[config.mk]
export PLATFORM = sky130hd
export DESIGN_NAME = seg_scan_arb_flat
export DESIGN_NICKNAME = d
export VERILOG_FILES = /design/src/rtl/seg_scan_arb_if.sv /design/src/rtl/seg_scan_arb.sv /design/src/flat_wrapper.sv
export SDC_FILE = /design/constraint.sdc
export NUM_CORES = 1
export LEC_CHECK = 0
export BUFFER_PORTS_ARGS = -buffer_cell sky130_fd_sc_hd__buf_4
export CAP_MARGIN = 25
export CELL_PAD_IN_SITES_DETAIL_PLACEMENT = 1
export CELL_PAD_IN_SITES_GLOBAL_PLACEMENT = 1
export CORE_AREA = 2 2 75 77
export CTS_BUF_LIST = sky130_fd_sc_hd__clkbuf_4 sky130_fd_sc_hd__clkbuf_8
export DETAILED_ROUTE_END_ITERATION = 7
export DIE_AREA = 0 0 77 79
export PLACE_DENSITY_LB_ADDON = 0.1
export REMOVE_ABC_BUFFERS = 1
export SETUP_SLACK_MARGIN = 0.1
export SYNTH_ARGS = -nofsm -noshare
export SYNTH_HDL_FRONTEND = slang
export SYNTH_SLANG_ARGS = --single-unit
[constraint.sdc]
create_clock -name clk -period 5.6 [get_ports clk]
set_clock_uncertainty 0.1 [all_clocks]
set_input_delay 0.56 -clock clk [delete_from_list [all_inputs] [get_ports clk]]
set_output_delay 0.56 -clock clk [all_outputs]
set_load 0.01 [all_outputs]
[src/rtl/seg_scan_arb_if.sv]
// Display arbitration bus: two requesters in, frame snapshot, digit pointer and grants out.
interface seg_scan_arb_if;
    logic        src0_req;
    logic [15:0] src0_val;
    logic        src1_req;
    logic [15:0] src1_val;
    logic [15:0] count_val;
    logic [1:0]  dig_pointer;
    logic        src0_gnt;
    logic        src1_gnt;
    logic        frame_done;

    modport master (
        output src0_req, src0_val, src1_req, src1_val,
        input  count_val, dig_pointer, src0_gnt, src1_gnt, frame_done
    );

    modport slave (
        input  src0_req, src0_val, src1_req, src1_val,
        output count_val, dig_pointer, src0_gnt, src1_gnt, frame_done
    );
endinterface

[src/rtl/seg_scan_arb.sv]
// Seven-segment scan scheduler and two-requester display arbiter; value and owner
// change only at frame boundaries so all four digits show one coherent snapshot.
module seg_scan_arb #(
    parameter int CLK_DIV     = 50000,
    parameter int HOLD_FRAMES = 4
) (
    input  logic          clk,
    input  logic          rst,
    seg_scan_arb_if.slave bus
);
    localparam int DIV_W  = (CLK_DIV > 1) ? $clog2(CLK_DIV) : 1;
    localparam int HOLD_W = (HOLD_FRAMES > 1) ? $clog2(HOLD_FRAMES) : 1;
    localparam logic [DIV_W-1:0]  DIV_LAST  = DIV_W'(CLK_DIV - 1);
    localparam logic [HOLD_W-1:0] HOLD_LAST = HOLD_W'(HOLD_FRAMES - 1);

    typedef enum logic [1:0] {IDLE, OWN0, OWN1} state_t;

    state_t            state, state_d;
    logic [DIV_W-1:0]  div_cnt;
    logic [HOLD_W-1:0] hold_cnt, hold_d;
    logic [1:0]        ptr;
    logic [15:0]       snap, snap_d;
    logic              gnt0, gnt1, fdone;
    logic              tick, fb;

    assign tick = (div_cnt == DIV_LAST);
    assign fb   = tick && (ptr == 2'd3);

    // Prescaler, digit pointer and frame-done pulse
    always_ff @(posedge clk) begin
        if (rst) begin
            div_cnt <= '0;
            ptr     <= 2'd0;
            fdone   <= 1'b0;
        end else begin
            div_cnt <= tick ? '0 : div_cnt + 1'b1;
            if (tick)
                ptr <= ptr + 2'd1;
            fdone <= fb;
        end
    end

    // Arbitration state, hold counter, snapshot and grants
    always_ff @(posedge clk) begin
        if (rst) begin
            state    <= IDLE;
            hold_cnt <= '0;
            snap     <= 16'h0000;
            gnt0     <= 1'b0;
            gnt1     <= 1'b0;
        end else begin
            state    <= state_d;
            hold_cnt <= hold_d;
            snap     <= snap_d;
            gnt0     <= (state_d == OWN0);
            gnt1     <= (state_d == OWN1);
        end
    end

    always_comb begin
        state_d = state;
        hold_d  = hold_cnt;
        snap_d  = snap;
        if (fb) begin
            case (state)
                IDLE: begin
                    if (bus.src0_req) begin
                        state_d = OWN0;
                        hold_d  = '0;
                    end else if (bus.src1_req) begin
                        state_d = OWN1;
                        hold_d  = '0;
                    end
                end
                OWN0: begin
                    if (bus.src0_req && hold_cnt < HOLD_LAST) begin
                        hold_d = hold_cnt + 1'b1;
                    end else if (bus.src1_req) begin
                        state_d = OWN1;
                        hold_d  = '0;
                    end else if (bus.src0_req) begin
                        hold_d = HOLD_LAST;
                    end else begin
                        state_d = IDLE;
                        hold_d  = '0;
                    end
                end
                OWN1: begin
                    if (bus.src1_req && hold_cnt < HOLD_LAST) begin
                        hold_d = hold_cnt + 1'b1;
                    end else if (bus.src0_req) begin
                        state_d = OWN0;
                        hold_d  = '0;
                    end else if (bus.src1_req) begin
                        hold_d = HOLD_LAST;
                    end else begin
                        state_d = IDLE;
                        hold_d  = '0;
                    end
                end
                default: begin
                    state_d = IDLE;
                    hold_d  = '0;
                end
            endcase
            // An idle display keeps showing the last owner's value
            case (state_d)
                OWN0:    snap_d = bus.src0_val;
                OWN1:    snap_d = bus.src1_val;
                default: snap_d = snap;
            endcase
        end
    end

    assign bus.count_val   = snap;
    assign bus.dig_pointer = ptr;
    assign bus.src0_gnt    = gnt0;
    assign bus.src1_gnt    = gnt1;
    assign bus.frame_done  = fdone;
endmodule

[src/flat_wrapper.sv]
// flat-port wrapper written by rule: the top's interface ports become plain ports
module seg_scan_arb_flat 
#(
    parameter int CLK_DIV     = 50000,
    parameter int HOLD_FRAMES = 4
)
  (clk, rst, bus_src0_req, bus_src0_val, bus_src1_req, bus_src1_val, bus_count_val, bus_dig_pointer, bus_src0_gnt, bus_src1_gnt, bus_frame_done);
  seg_scan_arb_if bus_i ();
  input  logic clk;
  input  logic rst;
  input wire logic [$bits(bus_i.src0_req)-1:0] bus_src0_req;
  input wire logic [$bits(bus_i.src0_val)-1:0] bus_src0_val;
  input wire logic [$bits(bus_i.src1_req)-1:0] bus_src1_req;
  input wire logic [$bits(bus_i.src1_val)-1:0] bus_src1_val;
  output wire logic [$bits(bus_i.count_val)-1:0] bus_count_val;
  output wire logic [$bits(bus_i.dig_pointer)-1:0] bus_dig_pointer;
  output wire logic [$bits(bus_i.src0_gnt)-1:0] bus_src0_gnt;
  output wire logic [$bits(bus_i.src1_gnt)-1:0] bus_src1_gnt;
  output wire logic [$bits(bus_i.frame_done)-1:0] bus_frame_done;
  assign bus_i.src0_req = bus_src0_req;
  assign bus_i.src0_val = bus_src0_val;
  assign bus_i.src1_req = bus_src1_req;
  assign bus_i.src1_val = bus_src1_val;
  assign bus_count_val = bus_i.count_val;
  assign bus_dig_pointer = bus_i.dig_pointer;
  assign bus_src0_gnt = bus_i.src0_gnt;
  assign bus_src1_gnt = bus_i.src1_gnt;
  assign bus_frame_done = bus_i.frame_done;
  seg_scan_arb #(.CLK_DIV(CLK_DIV), .HOLD_FRAMES(HOLD_FRAMES)) u_core (.clk(clk), .rst(rst), .bus(bus_i));
endmodule
==> results.yml <==
cts:
  cts.htree.levels: 2
  cts_resized: 0
  clock_sinks: 41
  clkTransAtPathRegs_ns: 0.08
  insertion_delay_ns: 0.29
  cts_buffers: 5
  cts_setup_buffers: 0
  clockBufferDepth: 2
  cts_tree: "built"
  cts-root-buf: "clkbuf_8"
  hold_buffers: 0
sta:
  fin_ws_ns: 2.40
  max_freq_ghz: 0.313
  drv_slew: 0
  timing.final.crit_share_pct: 57.1
  rsz0062_at_grt: "no"
  hold_viol: 0
  hold_ws_ns: 0.382
  worstMarginPinSlew_ns: 0.972
  period_needed_ns: 3.20
  setup_viol: 0
  setup_tns_ns: 0
  relSlewSlack_pct: 35.2
cells_and_area:
  layout_commonest_cell: "buf_4"
  finalCoreUtilization_pct: 53.1
  fin_nets: 347
  fillers: 682
  layout-drive-gt1-share_pct: 29.3
  mostFrequentLayoutCells: "buf_4, dfxtp_1, nor2_1, nor2b_1, mux2i_1"
  insertedDiodeCount: 0
  area_delta_synth_final_pct: 26.3
global_route:
  grt_usage_pct: 19.4
  grt_pass1_vias: 2049
  antenna_found_initial: 0
  grt_overflow: 0
  grt_max_degree: 44
  grt_pass1_wl_um: 9410
floorplanning:
  ios: 57
  die_h_um: 79
  die_x_um: 77
  core_um2: 5340
  rows: 27
  die-area_um2: 6080
  initial_core_util_pct: 42.0
placement:
  io_buffer_count: 56
  dp_hpwl_um: 4000
  dp_worst_setup_slack_ns: 2.39
  routabilityCongestion: 0.777
power:
  cellLeakagePower_nw: 1.16
  vdd_ir_drop_max_v: 0.000132
  power_density_nw_per_um2: 210
worst_setup_path:
  endpoint_kind: "register"
  crit_type: "register to register"
  r2r_start: "u_core.state[1]$_SDFF_PP0_"
  crit_chain: "inv_1 > ha_1 > a21boi_0 > or3_1 > o311a_1 > nand2b_1 > ha_1 > mux2i_1 > nor2_1 > mux2_1"
  worstRegToRegCells: 10
  path_max_fanout: 16
  rrSetupSlack_ns: 2.40
  cpPeakStageDelay_ns: 0.79
  worstPathArrival_ns: 3.28
  cp-start-kind: "register"
  worstPathRequired_ns: 5.68
  cpMostUsedCell: "ha_1"
  slowest_stage: "ha_1"
  r2r-end: "u_core.bus.count_val[4]$_SDFFE_PP0P_"
  cp-startpoint: "u_core.state[1]$_SDFF_PP0_"
logic_synthesis:
  synth-seq-area-share_pct: 36.6
  synth_top_area_share_pct: 36.6
  synth_edf_count: 0
  muxShareOfSynthArea_pct: 16.1
  synth_ff_type: "dfxtp_1"
  synth_top_family_by_area: "simple AND/OR/NAND/NOR gates"
  synth_area_per_cell_um2: 9.01
  synth-xor-area-share_pct: 4.29
  ys_ff_latch: 41
  synth.distinct_cells: 45
  yosys.area.top_type: "dfxtp_1"
  synth_area_leaders: "dfxtp_1, mux2i_1, mux2_2"
  synthesis.area_um2: 2240
  synthArstFlopShare_pct: 0
  syn_inst: 249
  yosys_warnings: 0
  synth-adder-area-share_pct: 4.46
  synth-compound-area-share_pct: 9.76
  yosys.area_share.simple_pct: 25.5
detailed_routing:
  avgRoutedWirePerCell_um: 14.2
  postRouteWirelength_um: 5340
  ant_nets: 0
  drtIter0Drc: 43
  drc_errors: 0
  vias: 1923
  viasPerCell: 5.11
  firstDrtPassIters: 4
status:
  status: "completed"
hold_path:
  hold_path.class: "register to register"
  min-delay-start: "u_core.hold_cnt[1]$_SDFFE_PP0P_"
  hold_depth: 2
  min_to: "u_core.hold_cnt[1]$_SDFFE_PP0P_"
run:
  maxCapViolations: 0
-- kinds of logic (layout without fill, tap and decap cells) --
| group | after synthesis | after routing |
|---|---|---|
| AO/OA/AOI/OAI | 33 | 33 |
| XOR/XNOR | 11 | 11 |
| adder cells (fa/ha/maj) | 8 | 8 |
| buffers and inverters | 17 | 72 |
| flip-flops | 41 | 41 |
| multiplexers | 34 | 34 |
| AND/OR/NAND/NOR | 105 | 105 |
-- state kept, by name, indices dropped and copies added, names as in the netlist --
signal                  count
u_core.hold_cnt             2
u_core.bus.dig_pointer      2
u_core.bus.frame_done       1
u_core.bus.count_val       16
u_core.state                2
u_core.div_cnt             16
u_core.bus.src0_gnt         1
u_core.bus.src1_gnt         1
-- metal layers --
| layer | GRT usage [%] | vias up | share of wire, % | wire length [µm] |
|---|---|---|---|---|
| li1 | - | 971 | - | - |
| met1 | 23.5 | 911 | 44 | 2350 |
| met2 | 33.5 | 37 | 50 | 2680 |
| met3 | 5.57 | 4 | 5.0 | 265 |
| met4 | 5.71 | 0 | 0.86 | 46 |
| met5 | 0 | - | 0 | 0 |
-- worst max-delay path by stage --
stage / to / slack, ns / cells past startpoint
floorplan: u_core.bus.count_val[4]$_SDFFE_PP0P_ / 2.84 / 10
global placement: u_core.bus.count_val[4]$_SDFFE_PP0P_ / 2.46 / 10
detailed placement: u_core.bus.count_val[4]$_SDFFE_PP0P_ / 2.39 / 10
CTS: u_core.bus.count_val[4]$_SDFFE_PP0P_ / 2.37 / 10
global route: u_core.bus.count_val[9]$_SDFFE_PP0P_ / 2.09 / 9
finish: u_core.bus.count_val[4]$_SDFFE_PP0P_ / 2.40 / 10
-- layout make-up --
cell class | instances | area, µm² | share of cell area (%)
inverters | 7 | 26.3 | 0.927
repair buffers | 57 | 428 | 15.1
clock inverters | 2 | 37.5 | 1.32
clock buffers | 6 | 82.6 | 2.91
multi-input cells | 191 | 1350 | 47.6
well taps | 72 | 90.1 | 3.18
flip-flops and latches | 41 | 821 | 29.0
-- Yosys cell counts (all sizes together) (2+ instances only) --
master / instances
nand4: 5
a31o: 2
mux2: 16
or4: 2
or3: 4
dfxtp: 41
clkbuf: 7
mux2i: 18
inv: 7
nor4: 2
nand2: 9
buf: 3
and3: 2
xor2: 5
nor2b: 19
and2: 2
nand2b: 7
a21oi: 8
o21ai: 11
o31ai: 2
xnor2: 6
ha: 8
nor3: 6
nand3: 8
nor2: 35
a211oi: 2
o211a: 2
-- metrics by stage --
stage               cell area [µm²]  total power, W  instances
floorplan                      2200        0.000322        239
CTS                            2830        0.000604        376
global placement               2710        0.000350        367
finish                         2830        0.000594        376
detailed placement             2710        0.000352        368
global route                   2830        0.000623        376
-- critical path, delay by kind of cell (launching register included) --
| kind | cells | cell delay [ns] |
|---|---|---|
| buf+inv | 1 | 0.12 |
| compound gates | 2 | 0.34 |
| fa+ha+maj | 2 | 1.02 |
| mux | 2 | 0.58 |
| flops | 1 | 0.44 |
| simple gates | 3 | 0.48 |
-- where the power goes --
group,internal (W),switching (W)
combinational,0.0000270,0.0000218
sequential,0.000293,0.00000232
clock,0.000145,0.000105
total,0.000465,0.000129
No activity file was read; power rests on OpenSTA's default activity.
